$ cat config.mk
export PLATFORM = sky130hd
export DESIGN_NAME = serial_subtractor
export DESIGN_NICKNAME = d
export VERILOG_FILES = /design/src/rtl/serial_subtractor.sv
export SDC_FILE = /design/constraint.sdc
export NUM_CORES = 1
export LEC_CHECK = 0
export ABC_CLOCK_PERIOD_IN_PS = 3700
export CAP_MARGIN = 20
export CORE_UTILIZATION = 40
export CTS_CLUSTER_SIZE = 28
export DETAILED_ROUTE_END_ITERATION = 12
export PLACE_DENSITY = 0.73
export SYNTH_ARGS = -nofsm -noshare
export SYNTH_HDL_FRONTEND = slang
export SYNTH_SLANG_ARGS = --single-unit
export TNS_END_PERCENT = 5
$ cat constraint.sdc
create_clock -name clk -period 3.7 [get_ports clk]
set_clock_uncertainty 0.1 [all_clocks]
set_input_delay 0.555 -clock clk [delete_from_list [all_inputs] [get_ports clk]]
set_output_delay 0.555 -clock clk [all_outputs]
set_load 0.02 [all_outputs]
$ cat src/rtl/serial_subtractor.sv
// Bit-serial two's-complement subtractor: one full-subtractor cell, LSB first,
// WIDTH shift cycles per operation behind a start/busy/done handshake.
module serial_subtractor #(
    parameter int WIDTH = 8
) (
    input  logic             clk,
    input  logic             rst,
    input  logic             start,
    input  logic [WIDTH-1:0] a,
    input  logic [WIDTH-1:0] b,
    output logic             busy,
    output logic             done,
    output logic [WIDTH-1:0] diff,
    output logic             borrow_out,
    output logic             overflow
);
    localparam int CW = (WIDTH > 2) ? $clog2(WIDTH) : 1;
    localparam logic [CW-1:0] CNT_LAST = CW'(WIDTH - 1);

    localparam logic [1:0] S_IDLE  = 2'd0;
    localparam logic [1:0] S_SHIFT = 2'd1;
    localparam logic [1:0] S_DONE  = 2'd2;

    logic [1:0]       state_q, state_d;
    logic [WIDTH-1:0] sa_q, sa_d;
    logic [WIDTH-1:0] sb_q, sb_d;
    logic [WIDTH-2:0] sr_q, sr_d;
    logic             bor_q, bor_d;
    logic [CW-1:0]    cnt_q, cnt_d;
    logic [WIDTH-1:0] diff_q, diff_d;
    logic             borrow_out_q, borrow_out_d;
    logic             overflow_q, overflow_d;

    logic             cur_bit;
    logic             bor_next;
    logic [WIDTH-1:0] sr_ext;

    always_comb begin
        state_d      = state_q;
        sa_d         = sa_q;
        sb_d         = sb_q;
        sr_d         = sr_q;
        bor_d        = bor_q;
        cnt_d        = cnt_q;
        diff_d       = diff_q;
        borrow_out_d = borrow_out_q;
        overflow_d   = overflow_q;

        cur_bit  = sa_q[0] ^ sb_q[0] ^ bor_q;
        bor_next = (~sa_q[0] & sb_q[0]) | (~(sa_q[0] ^ sb_q[0]) & bor_q);
        // Result bits enter at the top; after the last bit the whole word is aligned.
        sr_ext   = {cur_bit, sr_q};

        case (state_q)
            S_SHIFT: begin
                sa_d  = sa_q >> 1;
                sb_d  = sb_q >> 1;
                sr_d  = sr_ext[WIDTH-1:1];
                bor_d = bor_next;
                cnt_d = cnt_q + CW'(1);
                if (cnt_q == CNT_LAST) begin
                    // sa_q[0]/sb_q[0] now hold the operand sign bits.
                    state_d      = S_DONE;
                    diff_d       = sr_ext;
                    borrow_out_d = bor_next;
                    overflow_d   = (sa_q[0] ^ sb_q[0]) & (cur_bit ^ sa_q[0]);
                    cnt_d        = '0;
                end
            end
            default: begin
                if (start) begin
                    state_d = S_SHIFT;
                    sa_d    = a;
                    sb_d    = b;
                    sr_d    = '0;
                    bor_d   = 1'b0;
                    cnt_d   = '0;
                end else begin
                    state_d = S_IDLE;
                end
            end
        endcase
    end

    always_ff @(posedge clk or posedge rst) begin
        if (rst) begin
            state_q      <= S_IDLE;
            sa_q         <= '0;
            sb_q         <= '0;
            sr_q         <= '0;
            bor_q        <= 1'b0;
            cnt_q        <= '0;
            diff_q       <= '0;
            borrow_out_q <= 1'b0;
            overflow_q   <= 1'b0;
        end else begin
            state_q      <= state_d;
            sa_q         <= sa_d;
            sb_q         <= sb_d;
            sr_q         <= sr_d;
            bor_q        <= bor_d;
            cnt_q        <= cnt_d;
            diff_q       <= diff_d;
            borrow_out_q <= borrow_out_d;
            overflow_q   <= overflow_d;
        end
    end

    assign busy       = (state_q == S_SHIFT);
    assign done       = (state_q == S_DONE);
    assign diff       = diff_q;
    assign borrow_out = borrow_out_q;
    assign overflow   = overflow_q;

endmodule

== Word level (Yosys, flattened, before mapping) ==
Cells that the tools add are included.

* Register bits after elaboration: 39
* Logic and storage cells: 39

* Add/subtract/negate cells: 1
* Equal/unequal tests: 4
* Multiplexer cells: 14
* Bitwise gates (word level): 9
* Reduce and logical (&&, ||, !) cells: 2

{| class="wikitable"
|+ Operators with widths
! kind !! number
|-
| two-way mux 8 bit || 4
|-
| two-way mux 7 bit || 2
|-
| two-way mux 3 bit || 3
|-
| two-way mux 2 bit || 2
|-
| adder 3 x 1 -> 3 bit, second input constant || 1
|-
| bitwise AND 1 bit || 3
|-
| == test 3 bit, second input constant || 1
|-
| two-way mux 1 bit || 3
|-
| bitwise XOR 1 bit || 3
|-
| == test 2 x 1 -> 1 bit, second input constant || 1
|-
| == test 2 bit, second input constant || 1
|-
| inequality test 2 x 1 -> 1 bit, second input constant || 1
|-
| NOT 1 bit || 2
|-
| AND reduction 2 bit || 1
|-
| nonzero test 2 bit || 1
|-
| OR 1 bit || 1
|}

== Depth between registers and ports, before layout ==
* Depth in word-level cells: 5
* Mapped depth: 5
* Depth with buffers taken out: 4

== Worst setup path after synthesis ==
Ideal clock, no wire load.

* Path kind: register to register
* From: reg cnt_q[0]
* To: reg borrow_out_q (netlist: borrow_out)
* Setup time: 125 ps
* Arrival: 1446 ps
* Path slack: 2029 ps
* Cell stages (with the launch flop): 6
* Buffers on the path: 1
* Period minus slack after synthesis: 1671 ps
* Cell sequence: dfrtp_1 > ha_1 > ha_1 > nand3b_1 > buf_2 > mux2_2

* Longest elaborated chain between the ends: 2

{| class="wikitable"
|+ RTL lines
! element !! line !! RTL
|-
| start, declared || 29 || <nowiki>logic [CW-1:0] cnt_q, cnt_d;</nowiki>
|-
| start signal, assigned || 102 || <nowiki>cnt_q <= cnt_d;</nowiki>
|-
| == test 3 bit || 61 || <nowiki>if (cnt_q == CNT_LAST) begin</nowiki>
|-
| AND reduction 2 bit (no source line) || - ||
|-
| end signal, assigned || 104 || <nowiki>borrow_out_q <= borrow_out_d;</nowiki>
|-
| end, declared || 31 || <nowiki>logic borrow_out_q, borrow_out_d;</nowiki>
|}

No other way between the ends.
A chain may end at the register's enable or synchronous reset.

== Worst setup path in the final report ==
* From: reg state_q[1]
* To: out busy

* Longest elaborated chain between the ends: 1

{| class="wikitable"
|+ RTL lines
! element !! line !! RTL
|-
| start, declared || 24 || <nowiki>logic [1:0] state_q, state_d;</nowiki>
|-
| start signal, assigned || 97 || <nowiki>state_q <= state_d;</nowiki>
|-
| == test 2 x 1 -> 1 bit || 109 || <nowiki>assign busy = (state_q == S_SHIFT);</nowiki>
|-
| end, declared || 11 || <nowiki>output logic busy,</nowiki>
|}

No other way between the ends.

==> run summary <==
Final Core Density: 51.5%
DP HPWL: 2.33 mm
commonest non-fill, non-tap cell in the layout: dfrtp_1
Setup TNS: 0 ps
non-filler instance count after layout: 212
RSZ-0062 raised after global routing: no
clock latency on the worst-skew pair: 290 ps
WL/cell: 15.9 µm
TritonCTS clock tree: built
Synth warnings: 0
clock slew at reported path FFs: 70 ps
worst IR drop on VDD: 259 µV
total core area: 4470 µm²
Die Area: 5040 µm²
cell area after synthesis: 1910 µm²
CP required: 3040 ps
Critical-path top delay cell: clkdlybuf4s50_1
Starting Density: 42.6%
most frequent cells in the layout: 39 x dfrtp_1, 30 x clkdlybuf4s50_1, 24 x mux2_4, 20 x mux2_2, 10 x nor2b_1
number of iterations in the first detailed-routing pass: 8
final setup fails: 0
Net Count, Synth: 149
postcts setup bufs: 0
pin count of the biggest net entering global routing: 27
Layout fillers: 372
vias in the first global route: 1,245
# IOs: 31
cts hold-fix bufs: 0
Vias: 1,090
Final Slew Violations: 0
failing checks: design-rule violations
Slew headroom: 37.3%
GR Overflow Total: 0
crit-path max FO: 5
Sink Count: 39
initial antenna violation count: 0
Setup crit end kind: primary output
DRC: 6
max incr delay on CP: 630 ps
Die H: 71.0 µm
Die W: 71.0 µm
Leak: 1.08 nW
final instance area: 2300 µm²
Clock Path Buffers: 2
gp weighted congestion: 0.686
Synth cell types: 21
startpoint types: flop
Antenna Nets Post-Route: 0
# diodes: 0
Core Rows: 24
Max Clk Rate: 435 MHz
syn_area_per_cell: 15.1 µm²
post-synthesis sequential area ratio: 51.2%
Inserted Clock Buffers: 5
Synth Register Bits: 39
share of cells above drive strength 1: 34.4%
Layout area overhead: 20.9%
drt initial violations: 63
Crit Path Class: flop to primary output
Final Net Count: 182
Tot Pwr: 1.76 mW
outcome: finished, violations left
area of placed instances: 2220 µm²
R2R Setup Slk: 1760 ps
Tcrit/Tclk final: 62.1%
Final Critical Period: 2300 ps
delay-heaviest family, CP: buffers and inverters
worst-path cell chain: nand2b_1, inv_1, clkdlybuf4s50_1
placed cell count: 204
gr usage total: 15.0%
measured slew at the worst slew-check pin: 938 ps
vias per inst: 5.14
root buf cell: clkbuf_8
PortBufs: 30
CP Data Arrival Time: 1640 ps
pwr dens: 764 nW/µm²
Max-Cap Viols: 0
H-Tree Depth: 2
HP Class: flop to flop
Total Wirelength: 3.37 mm
post-CTS sizing: 0
Fin. Hold Viols: 0
buffers plus inverters on the worst setup path: 2
global-route wire length before repair: 5.82 mm
Mapped Cells: 126
## worst paths after layout
path,cells past startpoint,end,startpoint
max in group asynchronous,3,sa_q[4]$_DFFE_PP0P_,rst
worst min-delay path,1,sb_q[2]$_DFFE_PP0P_,sb_q[3]$_DFFE_PP0P_
worst min register to register,1,sb_q[2]$_DFFE_PP0P_,sb_q[3]$_DFFE_PP0P_
worst max register to register,4,diff[5]$_DFFE_PP0P_,cnt_q[0]$_DFFE_PP0P_
worst max-delay path,3,busy,state_q[1]$_DFFE_PP0P_
min in group asynchronous,2,diff[1]$_DFFE_PP0P_,rst
## state kept, by name, summed over array words and instances (netlist names), 2 cells and up
name,count
sa_q,8
diff,8
sr_q,7
state_q,2
sb_q,8
cnt_q,3
## power breakdown
part           switching [mW]  internal [mW]
clock                   0.143          0.132
combinational           0.304          0.470
sequential              0.110          0.602
total                   0.556           1.20
## cell families (layout without fill, tap and decap cells)
| kind of cell | count (synthesis) | count (layout) | synth area share, % |
|---|---|---|---|
| buffers and inverters | 13 | 47 | 4.92 |
| DFF | 39 | 39 | 51.2 |
| adders and majority gates | 4 | 4 | 3.02 |
| and+or+nand+nor | 17 | 17 | 5.71 |
| xor gates and xnor gates | 1 | 1 | 0.460 |
| muxes | 48 | 48 | 32.8 |
| AOI/OAI and AO/OA | 4 | 4 | 1.84 |
## cell usage after synthesis
cell	count	area, µm²
fa_1	1	20.0
ha_1	3	37.5
buf_4	1	7.51
buf_6	3	33.8
mux2_2	20	225
inv_1	6	22.5
a21boi_0	1	7.51
nor4b_1	1	8.76
a31o_2	2	17.5
mux2i_1	4	40.0
dfrtp_1	39	976
nand3b_1	1	7.51
nor2_1	2	7.51
nor2b_1	10	62.6
buf_12	1	20.0
a32o_1	1	10.0
mux2_4	24	360
nor4bb_1	1	10.0
xor2_1	1	8.76
buf_2	2	10.0
nand2b_1	2	12.5
## routing by layer
| metal | up-vias | GRT usage, % | wire, µm |
|---|---|---|---|
| met2 | 26 | 24.8 | 1650 |
| met1 | 559 | 18.4 | 1500 |
| met4 | 0 | 7.33 | 70 |
| met3 | 6 | 3.99 | 149 |
| met5 | - | 0 | 0 |
| li1 | 499 | - | - |
## final cells by class
cell class | instances | area [µm²] | share of cell area (%)
timing repair buffer | 33 | 323 | 14.0
multi-input combinational | 74 | 836 | 36.3
clock inverter | 1 | 5.00 | 0.217
sequential | 39 | 976 | 42.4
inverter | 6 | 22.5 | 0.978
tap | 52 | 65.1 | 2.82
clock buffer | 7 | 76.3 | 3.31
## through the flow
stage | setup WS [ps] | hold WS [ps]
floorplan | 2030 | 373
global placement | 1180 | 383
detailed placement | 1130 | 391
CTS | 1380 | 408
global route | 1320 | 417
finish | 1400 | 405
Power figures use the tool's default switching activity.
